`src/rtl/riscv_multicycle_ctrl_if.sv`:
```
// Control bundle between the multicycle sequencer and the simple RISC-V datapath.
// The master side is the sequencer; the slave side is the datapath/memory.
interface riscv_multicycle_ctrl_if;
    logic [31:0] instruction;
    logic        dReady;
    logic        iMemRead;
    logic        PCSrc;
    logic        ALUSrc;
    logic        RegWrite;
    logic        MemtoReg;
    logic        loadPC;
    logic [3:0]  ALUCtrl;
    logic        MemRead;
    logic        MemWrite;
    logic        error;
    logic [31:0] retired;

    modport master (
        input  instruction, dReady,
        output iMemRead, PCSrc, ALUSrc, RegWrite, MemtoReg, loadPC,
               ALUCtrl, MemRead, MemWrite, error, retired
    );

    modport slave (
        output instruction, dReady,
        input  iMemRead, PCSrc, ALUSrc, RegWrite, MemtoReg, loadPC,
               ALUCtrl, MemRead, MemWrite, error, retired
    );
endinterface

```
`src/rtl/riscv_multicycle_ctrl.sv`:
```
// Multicycle control sequencer for riscv_simple_datapath: IF/ID/EX/MEM/WB stepping,
// sticky illegal-instruction trap and retired-instruction counter.
//   state | meaning
//   S_IF  | fetch, iMemRead high
//   S_ID  | decode, legality check
//   S_EX  | ALU operation; BEQ completes here
//   S_MEM | data access, waits on dReady; SW completes here
//   S_WB  | register writeback, PC update
//   S_ERR | illegal encoding trapped until reset
module riscv_multicycle_ctrl #(
    parameter logic [31:0] INITIAL_PC = 32'h00400000
) (
    input logic                     clk,
    input logic                     rst,
    riscv_multicycle_ctrl_if.master bus
);
    // INITIAL_PC only mirrors the datapath; reject a misaligned value at elaboration.
    if (INITIAL_PC[1:0] != 2'b00) begin : g_pc_misaligned
        $error("INITIAL_PC must be word aligned");
    end

    localparam logic [3:0] ALU_AND = 4'b0000, ALU_OR  = 4'b0001, ALU_ADD = 4'b0010,
                           ALU_SUB = 4'b0110, ALU_SLT = 4'b0111, ALU_SRL = 4'b1000,
                           ALU_SLL = 4'b1001, ALU_SRA = 4'b1010, ALU_XOR = 4'b1101;

    typedef enum logic [2:0] {S_IF, S_ID, S_EX, S_MEM, S_WB, S_ERR} state_t;

    state_t      state, state_nxt;
    logic [31:0] retired_q;
    logic        retire;

    logic [6:0]  opcode, funct7;
    logic [2:0]  funct3;
    logic        is_r, is_i, is_lw, is_sw, is_beq, is_shift, f7_zero, f7_alt, legal;
    logic [3:0]  alu_op;

    logic        imr, pcs, als, rw, m2r, lpc, mr, mw, err;
    logic [3:0]  alu;

    assign opcode = bus.instruction[6:0];
    assign funct3 = bus.instruction[14:12];
    assign funct7 = bus.instruction[31:25];

    always_comb begin
        is_r     = (opcode == 7'b0110011);
        is_i     = (opcode == 7'b0010011);
        is_lw    = (opcode == 7'b0000011) && (funct3 == 3'b010);
        is_sw    = (opcode == 7'b0100011) && (funct3 == 3'b010);
        is_beq   = (opcode == 7'b1100011) && (funct3 == 3'b000);
        is_shift = (funct3 == 3'b001) || (funct3 == 3'b101);
        f7_zero  = (funct7 == 7'b0000000);
        f7_alt   = (funct7 == 7'b0100000);
        case (funct3)
            3'b000:  alu_op = (is_r && bus.instruction[30]) ? ALU_SUB : ALU_ADD;
            3'b111:  alu_op = ALU_AND;
            3'b110:  alu_op = ALU_OR;
            3'b100:  alu_op = ALU_XOR;
            3'b010:  alu_op = ALU_SLT;
            3'b001:  alu_op = ALU_SLL;
            3'b101:  alu_op = bus.instruction[30] ? ALU_SRA : ALU_SRL;
            default: alu_op = ALU_ADD;
        endcase
        // Immediate forms only constrain funct7 on shifts; register forms always do.
        if (is_r)
            legal = (funct3 != 3'b011) &&
                    (f7_zero || (f7_alt && (funct3 == 3'b000 || funct3 == 3'b101)));
        else if (is_i)
            legal = (funct3 != 3'b011) &&
                    (!is_shift || f7_zero || (f7_alt && funct3 == 3'b101));
        else
            legal = is_lw || is_sw || is_beq;
    end

    always_ff @(posedge clk) begin
        if (!rst) begin
            state     <= S_IF;
            retired_q <= 32'd0;
        end else begin
            state <= state_nxt;
            if (retire)
                retired_q <= retired_q + 32'd1;
        end
    end

    always_comb begin
        state_nxt = state;
        retire    = 1'b0;
        imr = 1'b0; pcs = 1'b0; als = 1'b0; rw  = 1'b0; m2r = 1'b0;
        lpc = 1'b0; mr  = 1'b0; mw  = 1'b0; err = 1'b0; alu = ALU_AND;
        case (state)
            S_IF: begin
                imr       = 1'b1;
                state_nxt = S_ID;
            end
            S_ID: state_nxt = legal ? S_EX : S_ERR;
            S_EX: begin
                if (is_lw || is_sw) begin
                    als       = 1'b1;
                    alu       = ALU_ADD;
                    state_nxt = S_MEM;
                end else if (is_beq) begin
                    alu       = ALU_SUB;
                    pcs       = 1'b1;
                    lpc       = 1'b1;
                    retire    = 1'b1;
                    state_nxt = S_IF;
                end else begin
                    als       = is_i;
                    alu       = alu_op;
                    state_nxt = S_WB;
                end
            end
            S_MEM: begin
                als = 1'b1;
                alu = ALU_ADD;
                mr  = is_lw;
                mw  = is_sw;
                if (bus.dReady) begin
                    if (is_sw) begin
                        lpc       = 1'b1;
                        retire    = 1'b1;
                        state_nxt = S_IF;
                    end else begin
                        state_nxt = S_WB;
                    end
                end
            end
            S_WB: begin
                rw        = 1'b1;
                lpc       = 1'b1;
                m2r       = is_lw;
                als       = is_lw || is_i;
                alu       = is_lw ? ALU_ADD : alu_op;
                retire    = 1'b1;
                state_nxt = S_IF;
            end
            S_ERR: err = 1'b1;
            default: state_nxt = S_IF;
        endcase
    end

    // Outputs are forced low while reset is sampled so an aborted instruction leaves no pulse.
    assign bus.iMemRead = rst & imr;
    assign bus.PCSrc    = rst & pcs;
    assign bus.ALUSrc   = rst & als;
    assign bus.RegWrite = rst & rw;
    assign bus.MemtoReg = rst & m2r;
    assign bus.loadPC   = rst & lpc;
    assign bus.ALUCtrl  = rst ? alu : 4'b0000;
    assign bus.MemRead  = rst & mr;
    assign bus.MemWrite = rst & mw;
    assign bus.error    = rst & err;
    assign bus.retired  = rst ? retired_q : 32'd0;
endmodule
```
`src/flat_wrapper.sv`:
```
// flat-port wrapper written by rule: the top's interface ports become plain ports
module riscv_multicycle_ctrl_flat 
#(
    parameter logic [31:0] INITIAL_PC = 32'h00400000
)
  (clk, rst, bus_instruction, bus_dReady, bus_iMemRead, bus_PCSrc, bus_ALUSrc, bus_RegWrite, bus_MemtoReg, bus_loadPC, bus_ALUCtrl, bus_MemRead, bus_MemWrite, bus_error, bus_retired);
  riscv_multicycle_ctrl_if bus_i ();
  input logic clk;
  input logic rst;
  input wire logic [$bits(bus_i.instruction)-1:0] bus_instruction;
  input wire logic [$bits(bus_i.dReady)-1:0] bus_dReady;
  output wire logic [$bits(bus_i.iMemRead)-1:0] bus_iMemRead;
  output wire logic [$bits(bus_i.PCSrc)-1:0] bus_PCSrc;
  output wire logic [$bits(bus_i.ALUSrc)-1:0] bus_ALUSrc;
  output wire logic [$bits(bus_i.RegWrite)-1:0] bus_RegWrite;
  output wire logic [$bits(bus_i.MemtoReg)-1:0] bus_MemtoReg;
  output wire logic [$bits(bus_i.loadPC)-1:0] bus_loadPC;
  output wire logic [$bits(bus_i.ALUCtrl)-1:0] bus_ALUCtrl;
  output wire logic [$bits(bus_i.MemRead)-1:0] bus_MemRead;
  output wire logic [$bits(bus_i.MemWrite)-1:0] bus_MemWrite;
  output wire logic [$bits(bus_i.error)-1:0] bus_error;
  output wire logic [$bits(bus_i.retired)-1:0] bus_retired;
  assign bus_i.instruction = bus_instruction;
  assign bus_i.dReady = bus_dReady;
  assign bus_iMemRead = bus_i.iMemRead;
  assign bus_PCSrc = bus_i.PCSrc;
  assign bus_ALUSrc = bus_i.ALUSrc;
  assign bus_RegWrite = bus_i.RegWrite;
  assign bus_MemtoReg = bus_i.MemtoReg;
  assign bus_loadPC = bus_i.loadPC;
  assign bus_ALUCtrl = bus_i.ALUCtrl;
  assign bus_MemRead = bus_i.MemRead;
  assign bus_MemWrite = bus_i.MemWrite;
  assign bus_error = bus_i.error;
  assign bus_retired = bus_i.retired;
  riscv_multicycle_ctrl #(.INITIAL_PC(INITIAL_PC)) u_core (.clk(clk), .rst(rst), .bus(bus_i));
endmodule
```
`config.mk`:
```
export PLATFORM = sky130hd
export DESIGN_NAME = riscv_multicycle_ctrl_flat
export DESIGN_NICKNAME = d
export VERILOG_FILES = /design/src/rtl/riscv_multicycle_ctrl_if.sv /design/src/rtl/riscv_multicycle_ctrl.sv /design/src/flat_wrapper.sv
export SDC_FILE = /design/constraint.sdc
export NUM_CORES = 1
export LEC_CHECK = 0
export ABC_CLOCK_PERIOD_IN_PS = 3500
export CORE_MARGIN = 4
export CORE_UTILIZATION = 46
export DETAILED_ROUTE_END_ITERATION = 16
export PLACE_DENSITY = 0.78
export SLEW_MARGIN = 20
export SYNTH_ARGS = -nofsm -noshare
export SYNTH_HDL_FRONTEND = slang
export SYNTH_SLANG_ARGS = --single-unit
```
`constraint.sdc`:
```
create_clock -name clk -period 3.5 [get_ports clk]
set_clock_uncertainty 0.05 [all_clocks]
set_input_delay 0.7 -clock clk [delete_from_list [all_inputs] [get_ports clk]]
set_output_delay 0.7 -clock clk [all_outputs]
set_load 0.02 [all_outputs]
```
==> run_results.csv, run 1 <==
group,metric,value,unit
outcome,status,"finished, final reports clean",
finish,area_growth,42.80,%
finish,final_util,0.6746,
worst_hold_path,min_to,"u_core.retired_q[31]",
routing,avgRoutedWirePerCell,14.28,um
floorplanning,start_util,0.4724,
critical_path,crit_path_start_kind,"input port",
timing,hold_viol,0,
critical_path,r2r_setup_slack,0.72,ns
global_route,grt_max_degree,36,
yosys,synth_ff_type,"dfxtp_1",
yosys,ys_top_cells_by_count,"nor2_1, dfxtp_1, and2_1, nand2_1",
timing,grt_setup_unrepaired,"no",
placement,hpwl,5121,um
floorplanning,die_x,80.19,um
power_and_ir_drop,swShare,0.2564,
yosys,synth_cell_types,57,
global_route,grt_pass1_vias,2572,
clock_tree,tritoncts,"yes",
finish,antennaDiodeCount,0,
placement,pre_cts_ws,-0.2688,ns
worst_hold_path,hold_path.class,"reg2reg",
routing,drt_pass1_iterations,4,
routing,drt_iter0_markers,131,
global_route,overflow,0,
critical_path,crit_path_end_kind,"output port",
placement,port_buffers,64,
global_route,track_usage,0.2167,
timing,report.final.setup_viol,0,
clock_tree,cts.clk_slew.worst_paths,0.07,ns
finish,nets,435,
clock_tree,cts_setup_buffers,0,
timing,slew_viol_final,0,
finish,drive_above_1_share,0.1650,
critical_path,r2r_end,"u_core.retired_q[19]",
yosys,yosysTopAreaCell,"dfxtp_1",
timing,fin_crit_sh,0.9691,
timing,maxSlewHeadroom,0.5344,
clock_tree,cts_root_buf,"clkbuf_8",
clock_tree,numCtsBuffers,5,
critical_path,r2r_cells,7,
yosys,avgSynthCellArea,7.684,um^2
routing,drc,0,
floorplanning,die_y,80.19,um
yosys,ys_warn_count,0,
power_and_ir_drop,p_int,688.7,uW
clock_tree,insertion_delay,0.29,ns
yosys,ys_ff_latch,35,
routing,vias,2613,
power_and_ir_drop,p_seq_frac,0.450,
timing,worst-slew-pin-transition,0.6927,ns
run,maxCapViolCount,0,
timing,layout_min_cycle_time,3.392,ns
yosys,async_flop_share,0,
clock_tree,hold_buffers,0,
floorplanning,rows,26,
power_and_ir_drop,ir_worst_vdd,369.5,uV
yosys,ys_top_cells_by_area,"dfxtp_1, and2_1, nor2_1",
clock_tree,htree_levels,2,
floorplanning,coreArea,0.005075,mm^2
critical_path,arrival,2.64,ns
yosys,syn_inst,312,
yosys,yosysTopAreaCellShare,0.2923,
clock_tree,clk_path_buf_depth,2,
global_route,grt_pass1_wl,11430,um
floorplanning,io_pins,80,
critical_path,setup.worst_path.class,"in2out",
placement,place_congestion,0.8701,
critical_path,reg2reg_from,"u_core.state[0]",
floorplanning,die_area,0.006430,mm^2
yosys,syn_nets,348,
timing,fin_setup_tns,0,ns
routing,wl,6713,um
critical_path,path_max_fanout,5,
timing,fin_ws,0.1080,ns
yosys,netlist_area,0.002397,mm^2
power_and_ir_drop,pwr_density_cell,270.5,mW/mm^2
global_route,antenna_found_initial,0,
worst_hold_path,whs_path_depth,2,
routing,ant_nets,0,
power_and_ir_drop,pwr-share-comb,0.157,
power_and_ir_drop,clkPwrFrac,0.394,
yosys,yosysMostFrequentCell,"nor2_1",
power_and_ir_drop,leakage,1.340,nW
worst_hold_path,hold_start,"u_core.retired_q[31]",
timing,clock.fmax,294.8,MHz
power_and_ir_drop,p_switching,237.4,uW
routing,avgViaCountPerCell,5.560,
yosys,ys_seq_area_frac,0.2923,
clock_tree,clkSinkCount,35,
critical_path,critical_path_required,2.75,ns
yosys,synth_edf_count,0,
[worst max path at each step]
stage / from / endpoint / slack [ns] / cells after the start
2_1_floorplan: bus_instruction[13] / bus_ALUCtrl[3] / 0.16 / 6
3_3_place_gp: bus_instruction[13] / bus_ALUCtrl[2] / -0.26 / 7
3_5_place_dp: bus_instruction[13] / bus_ALUCtrl[2] / -0.27 / 7
4_1_cts: bus_instruction[13] / bus_ALUCtrl[2] / 0.02 / 7
5_1_grt: bus_instruction[3] / bus_ALUCtrl[0] / 0.02 / 8
6_report: bus_instruction[13] / bus_ALUCtrl[3] / 0.11 / 7
[final cells by class]
cell class                      count  area [um^2]
Clock buffer                        5        68.82
Clock inverter                      3        43.79
Fill cell                         438         1652
Inverter                            7        26.28
Multi-Input combinational cell    253         1609
Sequential cell                    35        700.7
Tap cell                           70        87.58
Timing Repair Buffer               97        887.1
[critical path: stages]
cell and delay, ns:
clkdlybuf4s50_1 0.49, or2_2 0.34, or3_1 0.41, nor3_2 0.14
nand3b_1 0.13, a2111oi_0 0.10, dlygate4sd2_1 0.34
[layout by cell type (no fill, tap or decap), drive strengths merged, types with 8 or more instances in the layout]
cell           Yosys  final
clkdlybuf4s50      0     55
nor2              39     39
dfxtp             35     35
buf                3     33
and2              31     31
nand2             19     19
o21ai             17     17
a21oi             17     17
mux2              15     15
nand4             11     11
and3              10     10
nand3              9      9
clkbuf            14      9
nor3               8      8
[logic make-up after synthesis]
family | after synthesis | share of synthesized area
simple gates | 170 | 0.3920
compound gates | 61 | 0.1764
flops | 35 | 0.2923
buf+inv | 24 | 0.04123
mux | 16 | 0.07463
xor+xnor | 5 | 0.01827
fa+ha+maj | 1 | 0.005218
[metal layers]
metal,up-vias,global-route usage,wire [um]
li1,1305,-,-
met2,78,0.3841,3264
met4,0,0.05912,77
met1,1220,0.2645,3062
met3,10,0.04260,309
met5,-,0,0
[state kept, by name, summed over array words and instances, names as in the netlist]
| signal | count |
|---|---|
| u_core.retired_q | 32 |
| u_core.state | 3 |
[power by group through the flow]
stage | clock [mW] | combinational [mW] | sequential (mW)
6_report | 0.365 | 0.145 | 0.417
5_1_grt | 0.396 | 0.158 | 0.419
4_1_cts | 0.374 | 0.144 | 0.416
3_5_place_dp | 0 | 0.144 | 0.425
3_3_place_gp | 0 | 0.142 | 0.425
2_1_floorplan | 0 | 0.0797 | 0.419
[timing repair]
item,4_1_cts,5_1_grt
gates resized for setup,8,11
setup endpoints to repair,6,8
gates cloned,0,0
[metrics by stage]
step | hold slack [ns] | cell area [um^2] | power, mW | instances
2_1_floorplan | 0.3973 | 2397 | 0.4985 | 312
3_3_place_gp | 0.4105 | 3313 | 0.5677 | 462
3_5_place_dp | 0.4308 | 3313 | 0.5695 | 462
4_1_cts | 0.4426 | 3421 | 0.9340 | 470
5_1_grt | 0.4664 | 3423 | 0.9734 | 470
6_report | 0.4440 | 3423 | 0.9261 | 470
Power figures use the tool's default switching activity.
==> run 2: changes to the inputs <==
--- a/config.mk
+++ b/config.mk
@@ -10,7 +10,6 @@
 export CORE_UTILIZATION = 46
 export DETAILED_ROUTE_END_ITERATION = 16
 export PLACE_DENSITY = 0.78
-export SLEW_MARGIN = 20
 export SYNTH_ARGS = -nofsm -noshare
 export SYNTH_HDL_FRONTEND = slang
 export SYNTH_SLANG_ARGS = --single-unit
==> run 2 against run 1 <==
Against the previous run: critical path depth did not move; final area fell by 0.18%; wire length fell by 0.33%; worst hold slack got worse by 0.0037 ns; clock-buffer cell count did not move; sequential share of layout area barely moved; maximum frequency barely moved; register-to-register slack got worse by 0.02 ns; critical endpoint unchanged; largest cell class unchanged.
==> run_results.csv, run 2 (synthesized netlist as in run 1, its figures left out) <==
group,metric,value,unit
worst_hold_path,hold_path.class,"reg2reg",
finish,layout_common_cells,"clkdlybuf4s50_1, nor2_1, dfxtp_1, buf_4, and2_1",
worst_hold_path,whs_path_depth,2,
finish,instances_no_fill,470,
floorplanning,die_x,80.19,um
routing,drt_pass1_iterations,4,
timing,layout_min_cycle_time,3.392,ns
finish,area_growth,42.54,%
clock_tree,htree_levels,2,
power_and_ir_drop,total_power,927.0,uW
clock_tree,insertion_delay,0.29,ns
routing,avgRoutedWirePerCell,14.24,um
global_route,grt_pass1_wl,11430,um
placement,hpwl,5121,um
finish,final_util,0.6733,
routing,ant_nets,0,
placement,place_inst,462,
critical_path,setup.worst_path.class,"in2out",
floorplanning,start_util,0.4724,
routing,avgViaCountPerCell,5.598,
critical_path,r2r_setup_slack,0.70,ns
routing,vias,2631,
floorplanning,die_y,80.19,um
power_and_ir_drop,p_switching,238.4,uW
critical_path,critical_path_required,2.75,ns
power_and_ir_drop,pwr_density_cell,271.3,mW/mm^2
finish,top_register,"u_core.retired_q",
timing,grt_setup_unrepaired,"no",
timing,report.final.setup_viol,0,
critical_path,arrival,2.64,ns
power_and_ir_drop,swShare,0.2571,
outcome,status,"finished, final reports clean",
run,maxCapViolCount,0,
global_route,track_usage,0.2167,
critical_path,crit_path_end_kind,"output port",
timing,slew_viol_final,0,
routing,drt_iter0_markers,161,
power_and_ir_drop,clkPwrFrac,0.394,
clock_tree,tritoncts,"yes",
finish,reg_top3,"u_core.retired_q (32), u_core.state (3)",
placement,place_congestion,0.8701,
power_and_ir_drop,ir_worst_vdd,370.3,uV
timing,maxSlewHeadroom,0.2814,
worst_hold_path,min_to,"u_core.retired_q[31]",
placement,pre_cts_ws,-0.2688,ns
floorplanning,rows,26,
power_and_ir_drop,pwr-share-comb,0.156,
clock_tree,hold_buffers,0,
floorplanning,die_area,0.006430,mm^2
worst_hold_path,hold_start,"u_core.retired_q[31]",
global_route,grt_max_degree,36,
routing,drc,0,
finish,largest_reg_flops,32,
clock_tree,numCtsBuffers,5,
clock_tree,cts_root_buf,"clkbuf_8",
global_route,overflow,0,
clock_tree,cts_setup_buffers,0,
finish,fillers,438,
placement,port_buffers,64,
critical_path,path_max_fanout,5,
power_and_ir_drop,p_int,688.7,uW
routing,wl,6691,um
floorplanning,coreArea,0.005075,mm^2
clock_tree,cts.clk_slew.worst_paths,0.07,ns
critical_path,crit_path_start_kind,"input port",
critical_path,reg2reg_from,"u_core.state[0]",
critical_path,r2r_end,"u_core.retired_q[19]",
finish,multi_input_area,0.001603,mm^2
timing,hold_viol,0,
timing,clock.fmax,294.8,MHz
finish,seq_area,700.7,um^2
clock_tree,clk_path_buf_depth,2,
clock_tree,clkSinkCount,35,
global_route,grt_pass1_vias,2572,
critical_path,r2r_cells,7,
floorplanning,io_pins,80,
timing,fin_crit_sh,0.9692,
finish,layout_commonest_cell,"clkdlybuf4s50_1",
finish,nets,435,
finish,antennaDiodeCount,0,
power_and_ir_drop,leakage,1.340,nW
global_route,antenna_found_initial,0,
timing,fin_ws,0.1079,ns
finish,drive_above_1_share,0.1625,
timing,worst-slew-pin-transition,1.068,ns
power_and_ir_drop,p_seq_frac,0.449,
run 2: cell counts in the layout (fill, tap and decap cells not counted):
Identical to the previous run, type by type.
run 2: repair_timing:
item                                    in CTS  in global routing
endpoints found under the hold margin        0                  0
endpoints found under the setup margin       6                  8
resized for setup                            8                 11
run 2: worst max-delay path by stage:
stage,start,end,slack [ns],cells past startpoint
4_1_cts,bus_instruction[13],bus_ALUCtrl[2],0.02,7
5_1_grt,bus_instruction[3],bus_ALUCtrl[0],0.02,8
6_report,bus_instruction[13],bus_ALUCtrl[3],0.11,7
3_3_place_gp,bus_instruction[13],bus_ALUCtrl[2],-0.26,7
2_1_floorplan,bus_instruction[13],bus_ALUCtrl[3],0.16,6
3_5_place_dp,bus_instruction[13],bus_ALUCtrl[2],-0.27,7
run 2: layer usage:
metal / global-route usage / wire (um) / vias up
li1: - / - / 1307
met1: 0.2645 / 3058 / 1238
met2: 0.3841 / 3251 / 76
met3: 0.04260 / 303 / 10
met4: 0.05912 / 77 / 0
met5: 0 / 0 / -
run 2: final cells by class:
| cell class | instances | area share |
|---|---|---|
| clock buffer | 5 | 0.02014 |
| clock inverter | 3 | 0.01282 |
| inverter | 7 | 0.007689 |
| multi-input combinational | 253 | 0.4691 |
| sequential | 35 | 0.2051 |
| tap | 70 | 0.02563 |
| timing repair buffer | 97 | 0.2596 |
run 2: power groups by stage:
stage / clock network, mW / registers, mW / logic [mW]
2_1_floorplan: 0 / 0.419 / 0.0797
3_3_place_gp: 0 / 0.425 / 0.142
3_5_place_dp: 0 / 0.425 / 0.144
4_1_cts: 0.374 / 0.416 / 0.144
5_1_grt: 0.396 / 0.419 / 0.158
6_report: 0.365 / 0.417 / 0.145
run 2: worst max-delay path, cell delays in order:
cell and delay [ns]:
clkdlybuf4s50_1 0.49, or2_2 0.34, or3_1 0.41, nor3_2 0.14
nand3b_1 0.13, a2111oi_0 0.10, dlygate4sd2_1 0.34
run 2: stage by stage:
stage	area (um^2)	hold WS [ns]	setup TNS [ns]
6_report	3417	0.4403	0
3_3_place_gp	3313	0.4105	-1.014
5_1_grt	3417	0.4664	0
2_1_floorplan	2397	0.3973	0
3_5_place_dp	3313	0.4308	-1.086
4_1_cts	3421	0.4426	0
